**src/rtl/channel_mixer_pkg.sv**
```systemverilog
// Shared constants, types and the sample clamp used by the channel mixer.
package channel_mixer_pkg;

  localparam int unsigned OP_OUT_WIDTH          = 13;
  localparam int unsigned SAMPLE_WIDTH          = 16;
  localparam int unsigned NUM_BANKS             = 2;
  localparam int unsigned NUM_CHANNELS_PER_BANK = 9;
  localparam int unsigned MIX_ACC_WIDTH         = OP_OUT_WIDTH + 7;
  localparam int unsigned CLIP_CNT_WIDTH        = 16;

  localparam logic signed [MIX_ACC_WIDTH-1:0] SAMPLE_MAX =
      MIX_ACC_WIDTH'((1 << (SAMPLE_WIDTH - 1)) - 1);
  localparam logic signed [MIX_ACC_WIDTH-1:0] SAMPLE_MIN =
      MIX_ACC_WIDTH'(-(1 << (SAMPLE_WIDTH - 1)));

  typedef enum logic {
    MODULATOR = 1'b0,
    CARRIER   = 1'b1
  } op_slot_t;

  typedef enum logic {
    StAccum,
    StFlush
  } mix_state_t;

  function automatic logic signed [SAMPLE_WIDTH-1:0] saturate_sample(
      input logic signed [MIX_ACC_WIDTH-1:0] acc);
    if (acc > SAMPLE_MAX) begin
      return {1'b0, {(SAMPLE_WIDTH - 1){1'b1}}};
    end else if (acc < SAMPLE_MIN) begin
      return {1'b1, {(SAMPLE_WIDTH - 1){1'b0}}};
    end else begin
      return acc[SAMPLE_WIDTH-1:0];
    end
  endfunction

endpackage

```
**src/rtl/mixer_saturate.sv**
```systemverilog
// Combinational clamp of one accumulator side to the sample range, with a clip flag.
module mixer_saturate
  import channel_mixer_pkg::*;
(
  input  logic signed [MIX_ACC_WIDTH-1:0] acc,
  output logic signed [SAMPLE_WIDTH-1:0]  sample,
  output logic                            clip
);

  assign sample = saturate_sample(acc);
  assign clip   = (acc > SAMPLE_MAX) || (acc < SAMPLE_MIN);

endmodule

```
**src/rtl/channel_mixer.sv**
```systemverilog
// Forms 2-op channel results, pans and accumulates them per frame, emits saturated stereo.
// Optional clip counter enabled by defining CHANNEL_MIXER_CLIP_CNT_EN.
module channel_mixer
  import channel_mixer_pkg::*;
(
  input  logic                                                  clk,
  input  logic                                                  reset,
  input  logic                                                  sample_clk_en,
  input  logic                                                  op_valid,
  input  logic                                                  op_bank,
  input  logic [3:0]                                            op_chan,
  input  logic                                                  op_slot,
  input  logic signed [OP_OUT_WIDTH-1:0]                        op_out,
  input  logic [NUM_BANKS-1:0][NUM_CHANNELS_PER_BANK-1:0]       cnt,
  input  logic [NUM_BANKS-1:0][NUM_CHANNELS_PER_BANK-1:0]       cha,
  input  logic [NUM_BANKS-1:0][NUM_CHANNELS_PER_BANK-1:0]       chb,
  input  logic                                                  is_new,
  input  logic                                                  ryt,
  output logic signed [SAMPLE_WIDTH-1:0]                        sample_l,
  output logic signed [SAMPLE_WIDTH-1:0]                        sample_r,
  output logic                                                  sample_valid
`ifdef CHANNEL_MIXER_CLIP_CNT_EN
  ,
  output logic [CLIP_CNT_WIDTH-1:0]                             clip_count
`endif
);

  localparam int unsigned ACC_WIDTH = MIX_ACC_WIDTH;
  localparam int unsigned SUM_WIDTH = OP_OUT_WIDTH + 1;

  logic [NUM_BANKS-1:0][NUM_CHANNELS_PER_BANK-1:0][OP_OUT_WIDTH-1:0] mod_q;
  logic signed [ACC_WIDTH-1:0] acc_l_q, acc_r_q;
  mix_state_t                  state_q;

  op_slot_t                    slot;
  logic                        chan_ok, mod_we, car_en, rhythm_ch, to_l, to_r;
  logic [3:0]                  chan_idx;
  logic signed [OP_OUT_WIDTH-1:0] mod_val;
  logic signed [SUM_WIDTH-1:0] sum;
  logic signed [ACC_WIDTH-1:0] ext_op, ext_sum, ch_base, ch, add_l, add_r;
  logic signed [SAMPLE_WIDTH-1:0] sat_l, sat_r;
  logic                        clip_l, clip_r;

  always_comb begin
    slot      = op_slot_t'(op_slot);
    chan_ok   = op_chan < 4'(NUM_CHANNELS_PER_BANK);
    chan_idx  = chan_ok ? op_chan : 4'd0;
    mod_we    = op_valid && chan_ok && (slot == MODULATOR);
    car_en    = op_valid && chan_ok && (slot == CARRIER);
    mod_val   = signed'(mod_q[op_bank][chan_idx]);
    sum       = {mod_val[OP_OUT_WIDTH-1], mod_val} + {op_out[OP_OUT_WIDTH-1], op_out};
    ext_op    = {{(ACC_WIDTH - OP_OUT_WIDTH){op_out[OP_OUT_WIDTH-1]}}, op_out};
    ext_sum   = {{(ACC_WIDTH - SUM_WIDTH){sum[SUM_WIDTH-1]}}, sum};
    rhythm_ch = ryt && (op_bank == 1'b0) && (chan_idx >= 4'd6);
    // Rhythm channels ignore cnt: ch6 is carrier-only, ch7/ch8 always sum both ops
    if (rhythm_ch) begin
      ch_base = (chan_idx == 4'd6) ? ext_op : ext_sum;
    end else begin
      ch_base = cnt[op_bank][chan_idx] ? ext_sum : ext_op;
    end
    ch    = rhythm_ch ? (ch_base <<< 1) : ch_base;
    to_l  = car_en && (cha[op_bank][chan_idx] || !is_new);
    to_r  = car_en && (chb[op_bank][chan_idx] || !is_new);
    add_l = to_l ? ch : '0;
    add_r = to_r ? ch : '0;
  end

  mixer_saturate u_sat_l (
    .acc    (acc_l_q),
    .sample (sat_l),
    .clip   (clip_l)
  );

  mixer_saturate u_sat_r (
    .acc    (acc_r_q),
    .sample (sat_r),
    .clip   (clip_r)
  );

  // On the strobe edge the old frame is sampled while the accumulators and modulator
  // registers restart from whatever this cycle's operator contributes.
  always_ff @(posedge clk or posedge reset) begin
    if (reset) begin
      state_q      <= StAccum;
      acc_l_q      <= '0;
      acc_r_q      <= '0;
      mod_q        <= '0;
      sample_l     <= '0;
      sample_r     <= '0;
      sample_valid <= 1'b0;
    end else begin
      case (state_q)
        StAccum: state_q <= sample_clk_en ? StFlush : StAccum;
        StFlush: state_q <= sample_clk_en ? StFlush : StAccum;
        default: state_q <= StAccum;
      endcase
      sample_valid <= sample_clk_en;
      if (sample_clk_en) begin
        sample_l <= sat_l;
        sample_r <= sat_r;
        acc_l_q  <= add_l;
        acc_r_q  <= add_r;
        mod_q    <= '0;
      end else begin
        acc_l_q <= acc_l_q + add_l;
        acc_r_q <= acc_r_q + add_r;
      end
      if (mod_we) begin
        mod_q[op_bank][chan_idx] <= op_out;
      end
    end
  end

`ifdef CHANNEL_MIXER_CLIP_CNT_EN
  localparam int unsigned CLIP_SUM_WIDTH = CLIP_CNT_WIDTH + 1;

  logic [1:0]                clip_inc;
  logic [CLIP_SUM_WIDTH-1:0] clip_sum;

  assign clip_inc = {1'b0, clip_l} + {1'b0, clip_r};
  assign clip_sum = {1'b0, clip_count} + CLIP_SUM_WIDTH'(clip_inc);

  always_ff @(posedge clk or posedge reset) begin
    if (reset) begin
      clip_count <= '0;
    end else if (sample_clk_en) begin
      clip_count <= clip_sum[CLIP_CNT_WIDTH] ? '1 : clip_sum[CLIP_CNT_WIDTH-1:0];
    end
  end
`else
  logic unused_clip;
  assign unused_clip = clip_l ^ clip_r;
`endif

endmodule

```
**config.mk**
```make
export PLATFORM = sky130hd
export DESIGN_NAME = channel_mixer
export DESIGN_NICKNAME = d
export VERILOG_FILES = /design/src/rtl/channel_mixer_pkg.sv /design/src/rtl/mixer_saturate.sv /design/src/rtl/channel_mixer.sv
export SDC_FILE = /design/constraint.sdc
export NUM_CORES = 1
export LEC_CHECK = 0
export CAP_MARGIN = 20
export CORE_MARGIN = 5
export CORE_UTILIZATION = 35
export DETAILED_ROUTE_END_ITERATION = 16
export GPL_TIMING_DRIVEN = 0
export PLACE_DENSITY = 0.55
export SETUP_SLACK_MARGIN = 0.4
export SLEW_MARGIN = 30
export SYNTH_ARGS = -nofsm -noshare
export SYNTH_HDL_FRONTEND = slang
export SYNTH_SLANG_ARGS = --single-unit
```
**constraint.sdc**
```tcl
create_clock -name clk -period 18.7 [get_ports clk]
set_clock_uncertainty 0.1 [all_clocks]
set_input_delay 4.675 -clock clk [delete_from_list [all_inputs] [get_ports clk]]
set_output_delay 4.675 -clock clk [all_outputs]
set_load 0.02 [all_outputs]
```
* After elaboration in Yosys (flattened, before gate mapping)
Index checks and enable logic that the tools add are counted.
** Operators by class
- Eq/ne operators :: 1
- Add/subtract/negate cells :: 3
- Reductions and logical operators :: 12
- Mux-type cells :: 36
- Bitwise gates (word level) :: 2
- Order comparisons :: 10
** Operators by type and width (count)
- 2-to-1 mux 234 bit :: 2
- 2-to-1 mux 117 bit :: 3
- bitwise mux 234 bit :: 1
- 2-to-1 mux 20 bit :: 8
- demux 117 bit (select 1 bit) :: 1
- 2-to-1 mux 16 bit :: 4
- 2-to-1 mux 9 bit :: 6
- binary-select mux 13 bit (select 4 bit) :: 1
- demux 13 bit (select 4 bit) :: 1
- adder 20 bit :: 2
- greater-than comparator 20 x 16 -> 1 bit, second input constant :: 2
- < comparator 20 x 16 -> 1 bit, second input constant :: 2
- 2-to-1 mux 13 bit :: 2
- adder 13 x 13 -> 14 bit :: 1
- binary-select mux 1 bit (select 4 bit) :: 3
- logical AND 1 bit :: 9
- < comparator 4 x 5 -> 1 bit, second input constant :: 1
- == test 4 x 3 -> 1 bit, second input constant :: 1
- greater-or-equal comparator 4 x 1 -> 1 bit, second input constant :: 1
- greater-or-equal comparator 4 x 3 -> 1 bit, second input constant :: 1
- < comparator 4 bit, second input constant :: 1
- 2-to-1 mux 4 bit :: 1
- 2-to-1 mux 1 bit :: 3
- logical OR 1 bit :: 2
- 4 further kinds :: 5
** Storage, ports and cells
- Register bits after elaboration :: 307
- Input bits :: 79
- Output and inout port bits :: 33

* Depth between registers and ports, before layout
- Word-level depth :: 11
- Depth in mapped cells :: 30
- Depth with buffers taken out :: 25

* By module
From an unflattened synthesis, not the netlist that was laid out.
** Unflattened totals
- Cell total of the unflattened synthesis :: 2130
- Area, all modules :: 18551.5 um^2
** Modules (own cells, without submodules)
- channel_mixer :: seq. area each 7682.4 um^2, area an instance 17538.1 um^2, cells each 2002, times used 1
- mixer_saturate :: seq. area each 0.0 um^2, area an instance 506.7 um^2, cells each 64, times used 2

* Least setup slack after synthesis
OpenSTA, ideal clock, no wires.
- Path kind :: in2reg
- Start point :: input op_bank
- End point :: register acc_r_q[18]
- Data arrival time :: 10380 ps
- Data required time :: 18475 ps
- Buffers on the path :: 6
- Path slack :: 8095 ps
- Stages on the path :: 29
- Library setup time :: 125 ps
- Cell sequence :: buf_4 > buf_6 > buf_4 > buf_2 > buf_1 > buf_2 > mux2i_1 > a22oi_1 > nand3_1 > nand3_1 > ha_1 > fa_1 > a21o_1 > a21o_1 > a2111oi_0 > o21ai_0 > xor2_1 > a21o_1 > o21ai_0 > nor2_1 > ha_1 > a21oi_1 > o21bai_1 > a2bb2oi_1 > o21ai_0 > o41ai_1 > o21ai_0 > xor2_1 > mux2_2
** On the way
- Cells in the longest elaborated chain, start to end :: 11
** RTL lines
- start, declared :: line channel_mixer.sv:10 : input logic op_bank,
- 2-to-1 mux 117 bit (implied by the code) (2 in series) :: line channel_mixer.sv:50 : mod_val = signed'(mod_q[op_bank][chan_idx]);
- binary-select mux 13 bit (select 4 bit) :: line channel_mixer.sv:50
- 2-to-1 mux 13 bit (implied by the code) :: line channel_mixer.sv:50
- adder 13 x 13 -> 14 bit :: line channel_mixer.sv:51 : sum = {mod_val[OP_OUT_WIDTH-1], mod_val} + {op_out[OP_OUT_WIDTH-1], op_out};
- 2-to-1 mux 20 bit, on equally long branches :: line channel_mixer.sv:59, channel_mixer.sv:57
- 2-to-1 mux 20 bit :: line channel_mixer.sv:56 : if (rhythm_ch) begin
- 2-to-1 mux 20 bit :: line channel_mixer.sv:61 : ch = rhythm_ch ? (ch_base <<< 1) : ch_base;
- 2-to-1 mux 20 bit (*) :: line channel_mixer.sv:65 : add_r = to_r ? ch : '0;
- adder 20 bit :: line channel_mixer.sv:106 : acc_r_q <= acc_r_q + add_r;
- 2-to-1 mux 20 bit (*) :: line channel_mixer.sv:98 : if (sample_clk_en) begin
- end signal, assigned :: line channel_mixer.sv:102 : acc_r_q <= add_r;
- end signal, assigned :: line channel_mixer.sv:106
- end, declared :: line channel_mixer.sv:32 : logic signed [ACC_WIDTH-1:0] acc_l_q, acc_r_q;
Mark *: on every way between the ends. The rest lies on a longest branch, timed or not. The select of a mux whose other input is x is not followed.
A chain may end at the register's enable or synchronous reset.

* Worst setup path in the final report
- Start point :: input op_chan[1]
- End point :: register acc_r_q[18]
** On the way
- Cells in the longest elaborated chain, start to end :: 11
** RTL lines
- start, declared :: line channel_mixer.sv:11 : input logic [3:0] op_chan,
- < comparator 4 bit :: line channel_mixer.sv:46 : chan_ok = op_chan < 4'(NUM_CHANNELS_PER_BANK);
- 2-to-1 mux 4 bit :: line channel_mixer.sv:47 : chan_idx = chan_ok ? op_chan : 4'd0;
- binary-select mux 13 bit (select 4 bit) :: line channel_mixer.sv:50
- 2-to-1 mux 13 bit (implied by the code) :: line channel_mixer.sv:50
- adder 13 x 13 -> 14 bit :: line channel_mixer.sv:51
- 2-to-1 mux 20 bit, on equally long branches :: line channel_mixer.sv:59, channel_mixer.sv:57
- 2-to-1 mux 20 bit :: line channel_mixer.sv:56
- 2-to-1 mux 20 bit :: line channel_mixer.sv:61
- 2-to-1 mux 20 bit (*) :: line channel_mixer.sv:65
- adder 20 bit :: line channel_mixer.sv:106
- 2-to-1 mux 20 bit (*) :: line channel_mixer.sv:98
Marked as above.

==> metrics.cfg <==
[synth]
synth_edf_count = 0
syn_area_per_cell_um2 = 8.638
ys_warn_count = 0
netlist_top_cells_area = dfrtp_1, nand2_1, o21ai_0
yosys_most_used_dff = dfrtp_1
yosys.area.top_type = dfrtp_1
synth.most_common_cell = nand2_1
synth_cells = 2027
synth_seq_cells = 307
synth_top_area_share_pct = 43.88
synth_area_um2 = 17510
synthDistinctLibCells = 79
synth_commonest_cells = nand2_1, dfrtp_1, o21ai_0, clkbuf_1, nor2_1
syn_nets = 2161
ys_seq_area_share_pct = 43.88
postSynth.asyncResetShare_pct = 100.0

[route]
wirelength_um = 67690
initialDrtViolationCount = 1833
vias = 16366
drc = 0
detail-route-antenna-nets = 0
post_drt_wl_per_cell_um = 23.52
drt_pass1_iterations = 8
viasPerCell = 5.687

[sta]
maxSlewHeadroom_pct = 27.73
max_freq_mhz = 78.73
rsz0062_at_grt = no
hold_viol = 0
post-route-period-util_pct = 67.92
setup_viol_count_final = 0
fin_crit_ns = 12.70
tns_ns = 0
slew_violations = 0
tightest_slew_ns = 1.084

[hold_path]
whs_endpoint = sample_r[12]
hp-class = register to register
hold_depth = 1
hold_start = sample_r[12]

[pwr]
pwr_density_cell_nw_per_um2 = 91.46
p_comb_share_pct = 23.1
netSwitchingPower_uw = 601.3
vdd_ir_drop_max_uv = 60.43
p_sw_share_pct = 31.72
seqPwrFrac_pct = 39.2
p_int_mw = 1.294
leakagePower_nw = 8.727
p_clk_share_pct = 37.7

[setup_path]
critPathLaunch = op_chan[1]
path_class = input pin to register
start_kind = input pin
r2r_cells = 23
arrival_ns = 13.05
r2r-start = mod_q[91]
cp_common_cell = o21ai_0
cp_max_fo = 10
cp-end-kind = register
max_stage_delay_ns = 0.78
required_ns = 19.05
r2r-end = acc_r_q[18]
reg2reg_slack_ns = 11.92
critical_path.slowest_cell = a2111oi_0

[layout]
drive_above_1_share_pct = 7.302
fin_nets = 2314
area_delta_synth_final_pct = 18.39
fillers = 4969
final_util_pct = 41.57

[clock_tree]
cts_resized = 0
cts_hold_buf = 0
clockBufferDepth = 3
numCtsBuffers = 38
clock_sink_count = 307
htreeDepth = 2
cts_tree = done
post-cts-setup-buffers = 0
clkTransAtPathRegs_ns = 0.06
root_buffer = clkbuf_16
clk_latency_ns = 0.58

[die]
initial_core_util_pct = 35.11
die_h_um = 233.7
dieWidth_um = 233.7
rows = 82
io_pins = 112
dieArea_um2 = 54600
core_region_area_um2 = 49860

[global_routing]
grt_usage_pct = 24.21
first_global_vias = 15683
grt_max_degree = 88
grt_pass1_wl_um = 99240
grt.overflow.total = 0
antenna_found_initial = 1

[place]
dpl.hpwl_um = 49060
place.gp.congestion = 0.9394
io_buffers = 109

[run]
maxCapViolCount = 0

[run_status]
outcome = finished clean

worst max-delay path: cells and delay by family:
family | cells | cell delay, ns
simple gates | 4 | 0.55
fa+ha+maj | 2 | 0.65
xor+xnor | 2 | 0.45
compound gates | 16 | 4.29
mux | 1 | 0.26
buf+inv | 5 | 2.14
power groups by stage:
stage,Combinational [mW],Sequential (mW),Clock [mW]
5_1_grt,0.469,0.751,0.748
4_1_cts,0.437,0.745,0.725
2_1_floorplan,0.217,0.788,0
3_3_place_gp,0.428,0.756,0
3_5_place_dp,0.435,0.756,0
6_report,0.437,0.744,0.715
placed cells by master, fill, tap and decap left out, types with 30 or more instances in the layout:
| master | instances |
|---|---|
| nor2_1 | 110 |
| clkdlybuf4s50_1 | 109 |
| o21ai_0 | 296 |
| clkbuf_16 | 39 |
| a21oi_1 | 48 |
| mux2i_1 | 85 |
| ha_1 | 52 |
| nand2_1 | 525 |
| clkbuf_1 | 124 |
| inv_1 | 30 |
| o2bb2ai_1 | 30 |
| dfrtp_1 | 307 |
kinds of logic (layout without fill, tap and decap cells):
| family | Yosys count | in the layout | share of synthesized area, % |
|---|---|---|---|
| AO/OA/AOI/OAI | 573 | 573 | 20.96 |
| flip-flops | 307 | 307 | 43.88 |
| XOR/XNOR | 35 | 35 | 1.751 |
| multiplexers | 111 | 111 | 6.746 |
| buffers and inverters | 186 | 364 | 4.438 |
| AND/OR/NAND/NOR | 760 | 760 | 18.17 |
| adder cells (fa/ha/maj) | 55 | 55 | 4.059 |
| other | 0 | 1 | 0 |
registers in the layout (all words and copies together), names as in the netlist:
register / count
mod_q: 234
acc_l_q: 20
acc_r_q: 20
sample_l: 16
sample_r: 16
sample_valid: 1
how the worst max path moves through the flow:
stage / end / slack (ns) / cells after the start
2_1_floorplan: acc_l_q[0] / 5.44 / 1
3_5_place_dp: acc_r_q[18] / 5.67 / 29
4_1_cts: acc_r_q[18] / 6.26 / 29
3_3_place_gp: mod_q[136] / 1.10 / 2
5_1_grt: acc_r_q[18] / 5.84 / 29
6_report: acc_r_q[18] / 6.00 / 30
metal layers:
metal	routed length, um	vias to the layer above	share of wire (%)	track usage (%)
met5	0	-	0	0
met2	30320	759	45	37.98
met1	28390	8047	42	32.62
met4	3109	0	4.6	10.86
li1	-	7418	-	-
met3	5865	142	8.7	4.510
area by class of cell:
type / count / area (um2) / area share [%]
clock buffer: 54 / 1062 / 5.125
clock inverter: 11 / 101.3 / 0.4889
tap: 672 / 840.8 / 4.056
multi-input combinational: 1534 / 9060 / 43.71
antenna: 1 / 2.502 / 0.01207
sequential: 307 / 7682 / 37.06
inverter: 31 / 123.9 / 0.5976
timing repair buffer: 113 / 1185 / 5.716
buffer: 155 / 670.6 / 3.235
through the flow:
| step | power [mW] | std cells | worst slack [ns] | instance area [um2] | hold slack, ns |
|---|---|---|---|---|---|
| after floorplan | 1.005 | 2027 | 5.437 | 17510 | 0.3969 |
| after global placement | 1.184 | 2808 | 1.098 | 19440 | 0.3683 |
| after detailed placement | 1.191 | 2811 | 5.669 | 19540 | 0.3725 |
| after CTS | 1.907 | 2876 | 6.256 | 20700 | 0.3872 |
| after global routing | 1.968 | 2877 | 5.837 | 20730 | 0.4039 |
| final | 1.896 | 2878 | 5.998 | 20730 | 0.3833 |
Power figures use the tool's default switching activity.
